## config.mk

```make
export PLATFORM = sky130hd
export DESIGN_NAME = prog_loader
export DESIGN_NICKNAME = d
export VERILOG_FILES = /design/src/rtl/prog_loader_pkg.sv /design/src/rtl/prog_loader.sv
export SDC_FILE = /design/constraint.sdc
export NUM_CORES = 1
export LEC_CHECK = 0
export ABC_AREA = 1
export BUFFER_PORTS_ARGS = -buffer_cell sky130_fd_sc_hd__buf_2
export CORE_MARGIN = 2
export CORE_UTILIZATION = 43
export CTS_BUF_LIST = sky130_fd_sc_hd__clkbuf_4 sky130_fd_sc_hd__clkbuf_8
export DETAILED_ROUTE_END_ITERATION = 8
export GPL_TIMING_DRIVEN = 0
export PLACE_DENSITY = 0.66
export SLEW_MARGIN = 20
export SYNTH_ARGS = -nofsm -noshare
export SYNTH_HDL_FRONTEND = slang
export SYNTH_SLANG_ARGS = --single-unit
```

## constraint.sdc

```tcl
create_clock -name clk -period 1.5 [get_ports clk]
set_input_delay 0.075 -clock clk [delete_from_list [all_inputs] [get_ports clk]]
set_output_delay 0.075 -clock clk [all_outputs]
set_load 0.03 [all_outputs]
```

## src/rtl/prog_loader_pkg.sv

```systemverilog
// Shared constants for the byte-serial instruction-memory loader.
package prog_loader_pkg;

   localparam int unsigned LEN_W  = 8;
   localparam int unsigned WORD_W = 16;

   localparam logic [LEN_W-1:0] SYNC_BYTE = 8'hA5;

   localparam logic [2:0] S_IDLE   = 3'd0;
   localparam logic [2:0] S_GETLEN = 3'd1;
   localparam logic [2:0] S_GETHI  = 3'd2;
   localparam logic [2:0] S_GETLO  = 3'd3;
   localparam logic [2:0] S_WRITE  = 3'd4;
   localparam logic [2:0] S_GETCHK = 3'd5;
   localparam logic [2:0] S_DONE   = 3'd6;
   localparam logic [2:0] S_ERR    = 3'd7;

endpackage

```

## src/rtl/prog_loader.sv

```systemverilog
// Loads framed big-endian words into instruction memory from address 0 and
// releases the core from reset only after a frame arrives with a good checksum.
module prog_loader
   import prog_loader_pkg::*;
#(
   parameter int unsigned      ADDR_W = 7,
   parameter logic [LEN_W-1:0] SYNC   = SYNC_BYTE
) (
   input  logic              clk,
   input  logic              rst,
   input  logic [LEN_W-1:0]  rx_data,
   input  logic              rx_valid,
   output logic              rx_ready,
   output logic              mem_we,
   output logic [ADDR_W-1:0] mem_addr,
   output logic [WORD_W-1:0] mem_wdata,
   output logic              cpu_rst,
   output logic              done,
   output logic              err
);

   localparam int unsigned      CNT_W   = 9;
   localparam logic [CNT_W-1:0] MAX_LEN = CNT_W'(2 ** ADDR_W);

   logic [2:0]        state;
   logic [2:0]        nextState;
   logic [CNT_W-1:0]  wordCnt;
   logic [CNT_W-1:0]  cntNext;
   logic [ADDR_W-1:0] addrNext;
   logic [WORD_W-1:0] wdataNext;
   logic [LEN_W-1:0]  chk;
   logic [LEN_W-1:0]  chkNext;
   logic [CNT_W-1:0]  lenExt;
   logic              take;
   logic              isSync;

   // The write cycle is the only bubble in the byte stream.
   assign rx_ready = (state != S_WRITE);
   assign take     = rx_valid & rx_ready;
   assign isSync   = take && (rx_data == SYNC);
   assign lenExt   = CNT_W'(rx_data);

   always_ff @(posedge clk or posedge rst) begin
      if (rst) state <= S_IDLE;
      else     state <= nextState;
   end

   always_comb begin
      nextState = state;
      cntNext   = wordCnt;
      addrNext  = mem_addr;
      wdataNext = mem_wdata;
      chkNext   = chk;
      case (state)
         S_IDLE, S_DONE, S_ERR: begin
            if (isSync) begin
               nextState = S_GETLEN;
               chkNext   = '0;
               addrNext  = '0;
            end
         end
         S_GETLEN: begin
            if (take) begin
               cntNext = lenExt;
               if (lenExt > MAX_LEN)          nextState = S_ERR;
               else if (lenExt == CNT_W'(0))  nextState = S_GETCHK;
               else                           nextState = S_GETHI;
            end
         end
         S_GETHI: begin
            if (take) begin
               wdataNext[15:8] = rx_data;
               chkNext         = chk ^ rx_data;
               nextState       = S_GETLO;
            end
         end
         S_GETLO: begin
            if (take) begin
               wdataNext[7:0] = rx_data;
               chkNext        = chk ^ rx_data;
               nextState      = S_WRITE;
            end
         end
         S_WRITE: begin
            addrNext  = mem_addr + ADDR_W'(1);
            cntNext   = wordCnt - CNT_W'(1);
            nextState = (wordCnt == CNT_W'(1)) ? S_GETCHK : S_GETHI;
         end
         S_GETCHK: begin
            if (take) nextState = (rx_data == chk) ? S_DONE : S_ERR;
         end
         default: nextState = S_IDLE;
      endcase
   end

   // Outputs follow the state being entered so they line up with it exactly.
   always_ff @(posedge clk or posedge rst) begin
      if (rst) begin
         mem_we    <= 1'b0;
         mem_addr  <= '0;
         mem_wdata <= '0;
         wordCnt   <= '0;
         chk       <= '0;
         cpu_rst   <= 1'b1;
         done      <= 1'b0;
         err       <= 1'b0;
      end else begin
         mem_we    <= (nextState == S_WRITE);
         mem_addr  <= addrNext;
         mem_wdata <= wdataNext;
         wordCnt   <= cntNext;
         chk       <= chkNext;
         cpu_rst   <= (nextState != S_DONE);
         done      <= (nextState == S_DONE);
         err       <= (nextState == S_ERR);
      end
   end

endmodule
```

### After elaboration in Yosys (flattened, before gate mapping)

Cells that the tools add are included.

* register bits: 47
* latch bits: 0
* memory bits (writable): 0
* ROM bits: 0
* word-level logic and storage cells: 63
* memories: 0

* $add $sub $neg: 2
* $mul: 0
* div/mod/pow operators: 0
* magnitude comparators: 1
* eq/ne operators: 18
* shift-type cells: 0
* multiplexer cells: 17
* bitwise operators: 2
* reductions and logical operators: 13

Operator list (number)
* two-way mux 3 bit: 8
* equality test 3 bit (second input constant): 7
* one-hot mux 3 bit (6 select lines): 1
* one-hot mux 9 bit (2 select lines): 1
* two-way mux 8 bit: 2
* one-hot mux 8 bit (2 select lines): 1
* one-hot mux 7 bit (2 select lines): 1
* equality test 9 x 1 -> 1 bit (second input constant): 1
* logical NOT 9 bit: 1
* two-way mux 9 bit: 1
* subtractor 9 x 1 -> 9 bit (second input constant): 1
* equality test 8 bit: 1
* equality test 8 bit (second input constant): 1
* greater-than comparator 8 bit (second input constant): 1
* AND reduction 2 bit: 4
* bitwise XOR 8 bit: 1
* adder 7 x 1 -> 7 bit (second input constant): 1
* two-way mux 7 bit: 1
* equality test 3 x 2 -> 1 bit (second input constant): 2
* inequality test 3 bit (second input constant): 2
* nonzero test 2 bit: 3
* inequality test 2 bit (second input constant): 2
* equality test 3 x 1 -> 1 bit (second input constant): 1
* logical NOT 3 bit: 1
* 7 further kinds: 7

### Longest topological paths before layout

Gate-level depths: netlist (run 1).

* depth in word-level cells: 6
* mapped depth: 12
* depth with buffers taken out: 12

### Worst setup path before layout (run 1)

OpenSTA, ideal clock, no wires.

* path kind: reg-to-reg
* from: register state[2]
* to: register wordCnt[6]
* library setup time: 0.138 ns
* arrival: 1.385 ns
* required time: 1.362 ns
* slack: -0.023 ns
* cell stages (with the launch flop): 7
* period minus slack after synthesis: 1.523 ns
* cells stage by stage: dfrtp_1 > buf_4 > nand3_4 > clkbuf_1 > a21oi_1 > o21ai_0 > o221ai_1

* word-level cells in the longest chain between the ends: 4

RTL lines
* start: declaration: RTL line prog_loader.sv:25 `logic [2:0] state;`
* start signal: assignment: RTL line prog_loader.sv:45 `else state <= nextState;`
* inequality test 3 bit: RTL line prog_loader.sv:38 `assign rx_ready = (state != S_WRITE);`
* net rx_ready: RTL line prog_loader.sv:13 `output logic rx_ready,`
* AND 1 bit: RTL line prog_loader.sv:39 `assign take = rx_valid & rx_ready;`
* inequality test 2 bit (no source line)
* AND reduction 2 bit (no source line)
* end signal: assignment: RTL line prog_loader.sv:111 `wordCnt <= cntNext;`
* end: declaration: RTL line prog_loader.sv:27 `logic [CNT_W-1:0] wordCnt;`

The timed path passes the listed nets, and every way through them passes these cells.
A chain may end at the register's enable or synchronous reset.

### Worst setup path in the final report (run 1)

* from: register wordCnt[1]
* to: register err

* word-level cells in the longest chain between the ends: 4

RTL lines
* equality test 9 x 1 -> 1 bit: RTL line prog_loader.sv:87 `nextState = (wordCnt == CNT_W'(1)) ? S_GETCHK : S_GETHI;`
* two-way mux 3 bit: RTL line prog_loader.sv:87
* one-hot mux 3 bit (6 select lines): RTL line prog_loader.sv:54 `case (state)`
* net nextState[1]: RTL line prog_loader.sv:26 `logic [2:0] nextState;`
* equality test 3 bit: RTL line prog_loader.sv:115 `err <= (nextState == S_ERR);`
* end signal: assignment: RTL line prog_loader.sv:115
* end: declaration: RTL line prog_loader.sv:19 `output logic err`

The timed path passes the listed nets, and every way through them passes these cells.

==> results of run 1 <==
[metal layers]
metal / GRT usage [%] / routed length (um) / vias to the layer above
met5: 0 / 0 / -
met4: 9.828 / 160 / 0
met3: 3.864 / 249 / 14
met2: 33.31 / 3063 / 52
met1: 26.55 / 2681 / 1131
li1: - / - / 1148
[cell usage in the layout (no fill, tap or decap), drive strengths merged, types with 6 or more instances in the layout]
cell type	instances
clkbuf	9
dfrtp	46
nor2	26
a21oi	6
nand3	20
nand4	10
buf	68
nand2	85
inv	46
o21ai	38
[state kept, by name (all words and copies together), names as in the netlist]
signal and cells:
done 1, mem_we 1, mem_wdata 16, mem_addr 7, state 3, wordCnt 9
chk 8, err 1, cpu_rst 1
[cells by family (layout without fill, tap and decap cells)]
| kind of cell | after synthesis | in the layout | synth area share [%] |
|---|---|---|---|
| and+or+nand+nor | 146 | 146 | 27.13 |
| xor gates and xnor gates | 1 | 1 | 0.3618 |
| AOI/OAI and AO/OA | 57 | 57 | 13.54 |
| buffers and inverters | 52 | 125 | 8.785 |
| adders and majority gates | 3 | 3 | 1.551 |
| DFF | 47 | 47 | 48.63 |
[worst register-to-register path, cell delays in order (launching register included)]
cell	delay (ns)
dfrtp_1	0.44
inv_2	0.10
ha_4	0.13
inv_2	0.03
nor2_2	0.08
nand2_2	0.09
nor2_1	0.10
nor2_1	0.06
nor2_1	0.11
nand3_1	0.14
nand2_2	0.14
nor2_1	0.06
[repair_timing]
item	4_1_cts	5_1_grt
buffers inserted	9	14
resized for setup	20	30
endpoints found under the setup margin	35	43
pin swaps	4	8
hold buffers	1	0
hold endpoints to repair	22	0
cloned	2	0
[power by group]
group / internal (mW) / switching, mW / leakage [nW]
Combinational: 1.47 / 2.49 / 0.984
Clock: 0.397 / 0.443 / 0.0519
Sequential: 1.80 / 0.349 / 0.592
[layout make-up]
cell class                      instances  area [sq um]
Buffer                                  6         51.30
Clock buffer                            7         90.09
Clock inverter                          1         8.758
Fill cell                             517          2322
Inverter                               46         182.7
Multi-Input combinational cell        207          1140
Sequential cell                        47          1179
Tap cell                               72         90.09
Timing Repair Buffer                   65         409.1
[final timing paths]
kind / depth (start not counted) / slack, ns / to / from
max: 11 / -0.06 / err$_DFF_PP0_ / wordCnt[1]$_DFFE_PP0P_
min: 4 / 0.11 / chk[2]$_DFFE_PP0P_ / rx_data[2]
max reg2reg: 11 / -0.06 / err$_DFF_PP0_ / wordCnt[1]$_DFFE_PP0P_
min reg2reg: 2 / 0.48 / mem_wdata[6]$_DFFE_PP0P_ / mem_wdata[6]$_DFFE_PP0P_
max in group asynchronous: 4 / 0.55 / cpu_rst$_DFF_PP1_ / rst
min in group asynchronous: 3 / 0.35 / mem_wdata[6]$_DFFE_PP0P_ / rst
[per-stage QoR]
step	cells	setup slack, ns	setup TNS, ns	power [mW]	hold WS (ns)
final	451	-0.06154	-0.1895	6.946	0.1129
after global routing	451	-0.1272	-1.333	7.478	0.1232
after CTS	437	-0.04179	-0.2412	6.448	0.09774
after detailed placement	417	-0.1857	-2.766	5.230	0.1396
after global placement	416	-0.3381	-17.73	5.154	0.4262
after floorplan	306	0.03194	0	4.438	0.2228
==> results.sh, run 1 <==
export IMPL_final_core_util_pct=57.57
export IMPL_io_buffer_count=38
export IMPL_clock_sinks=47
export IMPL_path_max_fanout=4
export IMPL_min_period_ns=1.562
export IMPL_antenna_cells=0
export IMPL_ys_seq_elements=47
export IMPL_ys_seq_area_share_pct=48.63
export IMPL_die_y_um=79.04
export IMPL_dp_hpwl_mm=4.066
export IMPL_cts_tree="done"
export IMPL_yosys_cell_count_top_type="nand2_1"
export IMPL_crit_slowest_cell="dfrtp_1"
export IMPL_status="complete, but fails checks"
export IMPL_crit_chain="inv_2, ha_4, inv_2, nor2_2, nand2_2, nor2_1, nor2_1, nor2_1, nand3_1, nand2_2, nor2_1"
export IMPL_synth_edf_count=0
export IMPL_async_flop_share_pct=100.0
export IMPL_synthFlopType="dfrtp_1"
export IMPL_crit_type="register to register"
export IMPL_drcViolationCount=0
export IMPL_drt_pass1_iterations=4
export IMPL_ys_types=31
export IMPL_synth_area_leader_cell="dfrtp_1"
export IMPL_synth_cells=306
export IMPL_vias_per_cell=5.200
export IMPL_skew_ns=0.006586
export IMPL_cp_arrival_ns=1.76
export IMPL_finalCritPeriodShare_pct=104.1
export IMPL_syn_nets=320
export IMPL_setup_viol=6
export IMPL_fp_row_count=27
export IMPL_grt_max_degree=26
export IMPL_cp_end_kind="register"
export IMPL_netlist_area_sq_um=2421
export IMPL_ys_top_cells_by_area="dfrtp_1 48%, nand2_1 13%, o21ai_0 7.2%"
export IMPL_violations="setup timing"
export IMPL_start_kind="register"
export IMPL_cpPeakStageDelay_ns=0.44
export IMPL_final_area_sq_um=3151
export IMPL_critPathTopFamily="simple AND/OR/NAND/NOR gates"
export IMPL_leakage_nw=1.628
export IMPL_wirelength_mm=6.154
export IMPL_cpMostUsedCell="nor2_1"
export IMPL_die_area_sq_um=6247
export IMPL_syn2layout_area_growth_pct=30.13
export IMPL_start_util_pct=44.24
export IMPL_vdd_drop_max_mv=0.9083
export IMPL_rsz0062_at_grt="yes"
export IMPL_p_per_area_nw_per_um2=2205
export IMPL_place_area_sq_um=2723
export IMPL_gp_congestion=0.9072
export IMPL_ant_nets=0
export IMPL_numCtsBuffers=5
export IMPL_track_usage_pct=20.56
export IMPL_ios=39
export IMPL_synth_area_per_cell_sq_um=7.912
export IMPL_hold_violations=0
export IMPL_worst_slew_pin_slew_ns=0.5332
export IMPL_drive_gt1_share_pct=31.66
export IMPL_clkTransAtPathRegs_ns=0.09
export IMPL_cp_required_ns=1.70
export IMPL_maxCapViolCount=0
export IMPL_drv_slew=0
export IMPL_grt_first_pass_wirelength_mm=10.06
export IMPL_overflow=0
export IMPL_grt_pass1_vias=2219
export IMPL_core_sq_um=5473
export IMPL_h_tree_depth=2
export IMPL_clock_latency_ns=0.30
export IMPL_num_vias=2345
export IMPL_clock_path_buffers=2
export IMPL_nets=392
export IMPL_drtIter0Drc=151
export IMPL_antenna_found_initial=0
export IMPL_ys_warn_count=0
export IMPL_root_buffer="clkbuf_8"
export IMPL_path_buf_inv=2
export IMPL_dieWidth_um=79.04
export IMPL_post_synth_top_area_fraction_pct=47.55
export IMPL_max_freq_mhz=640.4
export IMPL_hold_path_class="primary input to register"
export IMPL_avgRoutedWirePerCell_um=13.65
export IMPL_slew_headroom_pct=64.40
export IMPL_setup_ws_ns=-0.06154
export IMPL_synth_commonest_cells="84 x nand2_1, 46 x dfrtp_1, 41 x inv_1"
Note: power is estimated with default switching activity, not from simulation.
==> run 2, diff against run 1 <==
--- a/config.mk
+++ b/config.mk
@@ -6,13 +6,12 @@
 export NUM_CORES = 1
 export LEC_CHECK = 0
 export ABC_AREA = 1
-export BUFFER_PORTS_ARGS = -buffer_cell sky130_fd_sc_hd__buf_2
 export CORE_MARGIN = 2
 export CORE_UTILIZATION = 43
 export CTS_BUF_LIST = sky130_fd_sc_hd__clkbuf_4 sky130_fd_sc_hd__clkbuf_8
 export DETAILED_ROUTE_END_ITERATION = 8
+export DONT_BUFFER_PORTS = 1
 export GPL_TIMING_DRIVEN = 0
-export PLACE_DENSITY = 0.66
 export SLEW_MARGIN = 20
 export SYNTH_ARGS = -nofsm -noshare
 export SYNTH_HDL_FRONTEND = slang
==> run 2 against run 1 <==
Final cell count fell by 6.7%. Global-route usage grew 0.27 points. Worst hold slack got worse by 0.12 ns. Critical endpoint is now state[0]$_DFF_PP0_. Clock skew rose by 0.010 ns. First-iteration DRC count decreased by 39%. Largest power group unchanged. Largest cell class unchanged. Sequential share of layout area up 1.6 points. The run ends with hold timing left. Fmax rose by 5.4%. Register-to-register slack better by 0.08 ns. Routed wire length grew 1.1%. Combinational power decreased by 24%.
==> results.sh, run 2 (same netlist as run 1, synthesis figures left out) <==
export IMPL_grt_pass1_vias=2047
export IMPL_start_kind="register"
export IMPL_dp_hpwl_mm=4.028
export IMPL_start_util_pct=44.24
export IMPL_avgRoutedWirePerCell_um=14.77
export IMPL_ant_nets=0
export IMPL_path_max_fanout=6
export IMPL_io_buffer_count=0
export IMPL_grt_first_pass_wirelength_mm=10.07
export IMPL_finalCritPeriodShare_pct=98.74
export IMPL_cts_tree="done"
export IMPL_cp_required_ns=1.68
export IMPL_fp_row_count=27
export IMPL_setup_viol=0
export IMPL_numCtsBuffers=5
export IMPL_wirelength_mm=6.219
export IMPL_antenna_found_initial=0
export IMPL_rsz0062_at_grt="yes"
export IMPL_clock_latency_ns=0.30
export IMPL_status="complete, but fails checks"
export IMPL_clock_path_buffers=2
export IMPL_vias_per_cell=5.204
export IMPL_hold_path_class="primary input to register"
export IMPL_num_vias=2191
export IMPL_nets=363
export IMPL_largest_register_ffs=16
export IMPL_gp_congestion=0.8318
export IMPL_slew_headroom_pct=71.00
export IMPL_met2_usage_pct=33.39
export IMPL_max_freq_mhz=675.2
export IMPL_drv_slew=0
export IMPL_clock_sinks=47
export IMPL_drtIter0Drc=92
export IMPL_p_per_area_nw_per_um2=2178
export IMPL_clkTransAtPathRegs_ns=0.09
export IMPL_syn2layout_area_growth_pct=25.12
export IMPL_skew_ns=0.01664
export IMPL_top_register="mem_wdata"
export IMPL_drive_gt1_share_pct=26.65
export IMPL_overflow=0
export IMPL_h_tree_depth=2
export IMPL_cp_arrival_ns=1.67
export IMPL_final_cell_mix="72 x nand2_1, 43 x dfrtp_1, 34 x inv_1, 30 x buf_4, 28 x o21ai_0"
export IMPL_dieWidth_um=79.04
export IMPL_reg_largest_list="mem_wdata x16, wordCnt x9, chk x8"
export IMPL_crit_type="register to register"
export IMPL_drcViolationCount=0
export IMPL_leakage_nw=1.480
export IMPL_vdd_drop_max_mv=0.9474
export IMPL_whs_path_depth=3
export IMPL_min_period_ns=1.481
export IMPL_use_met1_pct=28.36
export IMPL_hold_violations=1
export IMPL_maxCapViolCount=0
export IMPL_die_y_um=79.04
export IMPL_core_sq_um=5473
export IMPL_violations="hold timing"
export IMPL_ios=39
export IMPL_final_common_cell="nand2_1"
export IMPL_grt_use_met3_pct=4.886
export IMPL_die_area_sq_um=6247
export IMPL_antenna_cells=0
export IMPL_track_usage_pct=20.82
export IMPL_top_usage_layer="met2"
export IMPL_whs_ns=-0.003499
export IMPL_drt_pass1_iterations=4
export IMPL_worst_slew_pin_slew_ns=0.4344
export IMPL_final_core_util_pct=55.35
export IMPL_reg2regPathDepth=9
export IMPL_grt_max_degree=30
export IMPL_root_buffer="clkbuf_8"
export IMPL_cp_end_kind="register"
## run 2: cell types whose count changed in the layout (fill, tap and decap cells not counted), sizes merged
cell,before,now
dlygate4sd3,1,5
clkinv,1,2
buf,68,37
clkbuf,9,5
## run 2: stage by stage
| stage | cell area [sq um] | std cells | power, mW | setup WS [ns] | TNS, ns |
|---|---|---|---|---|---|
| after global placement | 2512 | 378 | 4.877 | -0.2681 | -14.96 |
| after CTS | 2846 | 409 | 6.167 | 0.003154 | 0 |
| after global routing | 3029 | 421 | 7.107 | -0.07843 | -1.089 |
| after detailed placement | 2532 | 379 | 4.927 | -0.2080 | -2.908 |
| final | 3029 | 421 | 6.596 | 0.01892 | 0 |
| after floorplan | 2422 | 306 | 4.438 | 0.03194 | 0 |
## run 2: report_power, final
group | internal [mW] | switching, mW | leakage (nW) | total [mW]
logic | 1.29 | 1.72 | 0.846 | 3.01
clock network | 0.320 | 0.428 | 0.0440 | 0.748
registers | 1.80 | 1.04 | 0.590 | 2.84
total | 3.40 | 3.19 | 1.48 | 6.60
## run 2: routing by layer
metal | wire length [um] | part of all wire, % | vias up
met5 | 0 | 0 | -
met4 | 71 | 1.1 | 0
met3 | 238 | 3.8 | 7
met2 | 3021 | 49 | 42
met1 | 2887 | 46 | 1057
li1 | - | - | 1085
## run 2: worst max-delay path, stage by stage (launching register included)
cell	delay, ns
dfrtp_2	0.47
inv_2	0.11
nand3_4	0.13
inv_8	0.11
nor2_8	0.04
nand2_4	0.10
buf_4	0.11
nand3_1	0.12
nand2_2	0.14
inv_1	0.05
## run 2: what timing repair did
item | in CTS | in global routing
endpoints found under the hold margin | 29 | 0
resized for setup | 17 | 44
gates cloned | 1 | 0
hold buffers | 5 | 0
buffers inserted | 17 | 12
pin swaps | 9 | 13
setup endpoints to repair | 35 | 44
## run 2: area by class of cell
class,instances,area [sq um]
Multi-Input combinational cell,207,1149
Buffer,6,45.04
Tap cell,72,90.09
Clock buffer,5,68.82
Inverter,46,182.7
Fill cell,558,2444
Clock inverter,2,13.76
Sequential cell,47,1181
Timing Repair Buffer,36,299.0
## run 2: final timing paths
| kind | start | to | slack (ns) |
|---|---|---|---|
| setup / recovery | state[0]$_DFF_PP0_ | state[0]$_DFF_PP0_ | 0.02 |
| hold / removal | rx_data[7] | chk[7]$_DFFE_PP0P_ | -0.003 |
| setup reg to reg | state[0]$_DFF_PP0_ | state[0]$_DFF_PP0_ | 0.02 |
| hold reg to reg | wordCnt[3]$_DFFE_PP0P_ | wordCnt[3]$_DFFE_PP0P_ | 0.51 |
| max in group asynchronous | rst | cpu_rst$_DFF_PP1_ | 0.68 |
| min in group asynchronous | rst | mem_we$_DFF_PP0_ | 0.22 |
==> run 3, diff against run 2 <==
--- a/config.mk
+++ b/config.mk
@@ -7,7 +7,7 @@
 export LEC_CHECK = 0
 export ABC_AREA = 1
 export CORE_MARGIN = 2
-export CORE_UTILIZATION = 43
+export CORE_UTILIZATION = 45
 export CTS_BUF_LIST = sky130_fd_sc_hd__clkbuf_4 sky130_fd_sc_hd__clkbuf_8
 export DETAILED_ROUTE_END_ITERATION = 8
 export DONT_BUFFER_PORTS = 1
==> run 3 against run 2 <==
The run ends with setup timing left. Clock skew decreased by 0.0066 ns. Non-clock buffer count up 3. Die area down 4.2%. Routed wire length increased by 1.4%. Final cell count is 0.48% higher. Via count grew 0.32%. Combinational power increased by 5%. Setup slack got worse by 0.075 ns. Power up 5.3%. Utilization rose by 4.9 points. Worst hold slack improved by 0.0068 ns. Critical path type unchanged. Critical endpoint is now chk[6]$_DFFE_PP0P_. Largest cell class unchanged. Largest power group unchanged. Highest routed layer unchanged.
==> results.sh, run 3 (same netlist as run 1, synthesis figures left out) <==
export IMPL_status="complete, but fails checks"
export IMPL_violations="setup timing"
export IMPL_critPathTopFamily="buffers and inverters"
export IMPL_start_util_pct=47.10
export IMPL_vias_per_cell=5.196
export IMPL_cp_arrival_ns=1.78
export IMPL_fp_row_count=26
export IMPL_reg_largest_list="mem_wdata x16, wordCnt x9, chk x8"
export IMPL_slew_headroom_pct=70.43
export IMPL_crit_chain="buf_4, buf_2, nand2_2, nand3_4, inv_4, a21oi_4, buf_6, nand4_1, o21ai_1"
export IMPL_drv_slew=0
export IMPL_hold_violations=0
export IMPL_rsz0062_at_grt="yes"
export IMPL_cts_tree="done"
export IMPL_min_to="chk[1]$_DFFE_PP0P_"
export IMPL_r2r_start="state[2]$_DFF_PP0_"
export IMPL_avgRoutedWirePerCell_um=14.91
export IMPL_cpPeakStageDelay_ns=0.36
export IMPL_antenna_found_initial=0
export IMPL_antenna_cells=0
export IMPL_io_buffer_count=0
export IMPL_num_vias=2198
export IMPL_cp_required_ns=1.73
export IMPL_finalCritPeriodShare_pct=103.8
export IMPL_clock_sinks=47
export IMPL_final_core_util_pct=60.27
export IMPL_max_freq_mhz=642.5
export IMPL_nets=366
export IMPL_drive_gt1_share_pct=26.63
export IMPL_place_ws_ns=-0.2047
export IMPL_drt_pass1_iterations=4
export IMPL_leakage_nw=1.527
export IMPL_numCtsBuffers=5
export IMPL_ant_nets=0
export IMPL_start_kind="register"
export IMPL_dieWidth_um=77.35
export IMPL_maxCapViolCount=0
export IMPL_drtIter0Drc=144
export IMPL_min_from="rx_data[1]"
export IMPL_instances_no_fill=423
export IMPL_r2r_end="chk[6]$_DFFE_PP0P_"
export IMPL_path_buf_inv=4
export IMPL_p_total_mw=6.943
export IMPL_clock_path_buffers=2
export IMPL_clock_latency_ns=0.30
export IMPL_vdd_drop_max_mv=0.9463
export IMPL_grt_pass1_vias=2044
export IMPL_reg2regPathDepth=9
export IMPL_path_max_fanout=7
export IMPL_gp_congestion=0.8619
export IMPL_h_tree_depth=2
export IMPL_hold_path_class="primary input to register"
export IMPL_min_period_ns=1.556
export IMPL_grt_first_pass_wirelength_mm=10.06
export IMPL_dp_hpwl_mm=4.000
export IMPL_cp_end_kind="register"
export IMPL_crit_type="register to register"
export IMPL_wirelength_mm=6.306
export IMPL_final_cell_mix="71 x nand2_1, 43 x dfrtp_1, 37 x inv_1, 29 x o21ai_0, 29 x buf_4"
export IMPL_overflow=0
export IMPL_grt_max_degree=29
export IMPL_die_y_um=77.35
export IMPL_whs_path_depth=3
export IMPL_final_common_cell="nand2_1"
export IMPL_skew_ns=0.01001
export IMPL_crit_slowest_cell="dfrtp_1"
export IMPL_top_register="mem_wdata"
export IMPL_tns_ns=-0.2862
export IMPL_clkTransAtPathRegs_ns=0.10
export IMPL_worst_slew_pin_slew_ns=0.4429
export IMPL_setup_ws_ns=-0.05633
export IMPL_track_usage_pct=21.14
export IMPL_die_area_sq_um=5983
export IMPL_setup_viol=9
export IMPL_drcViolationCount=0
export IMPL_dp_cells=377
export IMPL_ios=39
export IMPL_core_sq_um=5140
export IMPL_p_per_area_nw_per_um2=2241
export IMPL_largest_register_ffs=16
export IMPL_r2r_slack_ns=-0.06
export IMPL_syn2layout_area_growth_pct=27.96
export IMPL_root_buffer="clkbuf_8"
[run 3: changes by cell type in the layout (fill, tap and decap cells not counted), moves of 2 or more]
cell and change:
inv_2 -4, inv_1 +3, clkbuf_2 +2, o21ai_1 -2
[run 3: area by class of cell]
| class | instances | area, sq um |
|---|---|---|
| Sequential cell | 47 | 1181 |
| Timing Repair Buffer | 39 | 334.1 |
| Clock buffer | 5 | 68.82 |
| Tap cell | 70 | 87.58 |
| Clock inverter | 3 | 43.79 |
| Multi-Input combinational cell | 207 | 1149 |
| Buffer | 6 | 48.80 |
| Fill cell | 483 | 2042 |
| Inverter | 46 | 185.2 |
[run 3: how the worst max path moves through the flow]
| stage | from | endpoint | cells after the start |
|---|---|---|---|
| 6_report | state[2]$_DFF_PP0_ | chk[6]$_DFFE_PP0P_ | 9 |
| 5_1_grt | state[1]$_DFF_PP0_ | wordCnt[3]$_DFFE_PP0P_ | 9 |
| 4_1_cts | state[2]$_DFF_PP0_ | chk[5]$_DFFE_PP0P_ | 9 |
| 3_5_place_dp | state[2]$_DFF_PP0_ | mem_addr[2]$_DFFE_PP0P_ | 7 |
| 3_3_place_gp | rst | state[0]$_DFF_PP0_ | 1 |
| 2_1_floorplan | mem_addr[0]$_DFFE_PP0P_ | mem_addr[6]$_DFFE_PP0P_ | 8 |
[run 3: per-layer routing]
| layer | track usage [%] | part of all wire, % | vias to the layer above |
|---|---|---|---|
| met4 | 5.357 | 1.2 | 0 |
| li1 | - | - | 1091 |
| met3 | 4.302 | 3.7 | 8 |
| met5 | 0 | 0 | - |
| met1 | 29.95 | 45 | 1061 |
| met2 | 33.30 | 50 | 38 |
[run 3: per-stage QoR]
| step | area (sq um) | hold slack, ns |
|---|---|---|
| after floorplan | 2422 | 0.2228 |
| after global placement | 2510 | 0.2640 |
| after detailed placement | 2530 | -0.005622 |
| after CTS | 2903 | 0.002286 |
| after global routing | 3098 | 0.008215 |
| final | 3098 | 0.003282 |
[run 3: timing repair]
item / in CTS / in global routing
endpoints found under the hold margin: 28 / 0
pin swaps: 3 / 14
buffers inserted: 18 / 12
gates resized for setup: 20 / 37
setup endpoints to repair: 35 / 43
gates cloned: 2 / 0
hold buffers: 6 / 0
[run 3: report_power, final]
group          internal (mW)  switching (mW)
sequential              1.80            1.04
clock                  0.497           0.451
combinational           1.38            1.78
[run 3: worst register-to-register path: cells and delay by family (launching register included)]
family | cells | cell delay [ns]
DFF | 1 | 0.36
buffers and inverters | 4 | 0.47
and+or+nand+nor | 3 | 0.30
AOI/OAI and AO/OA | 2 | 0.35
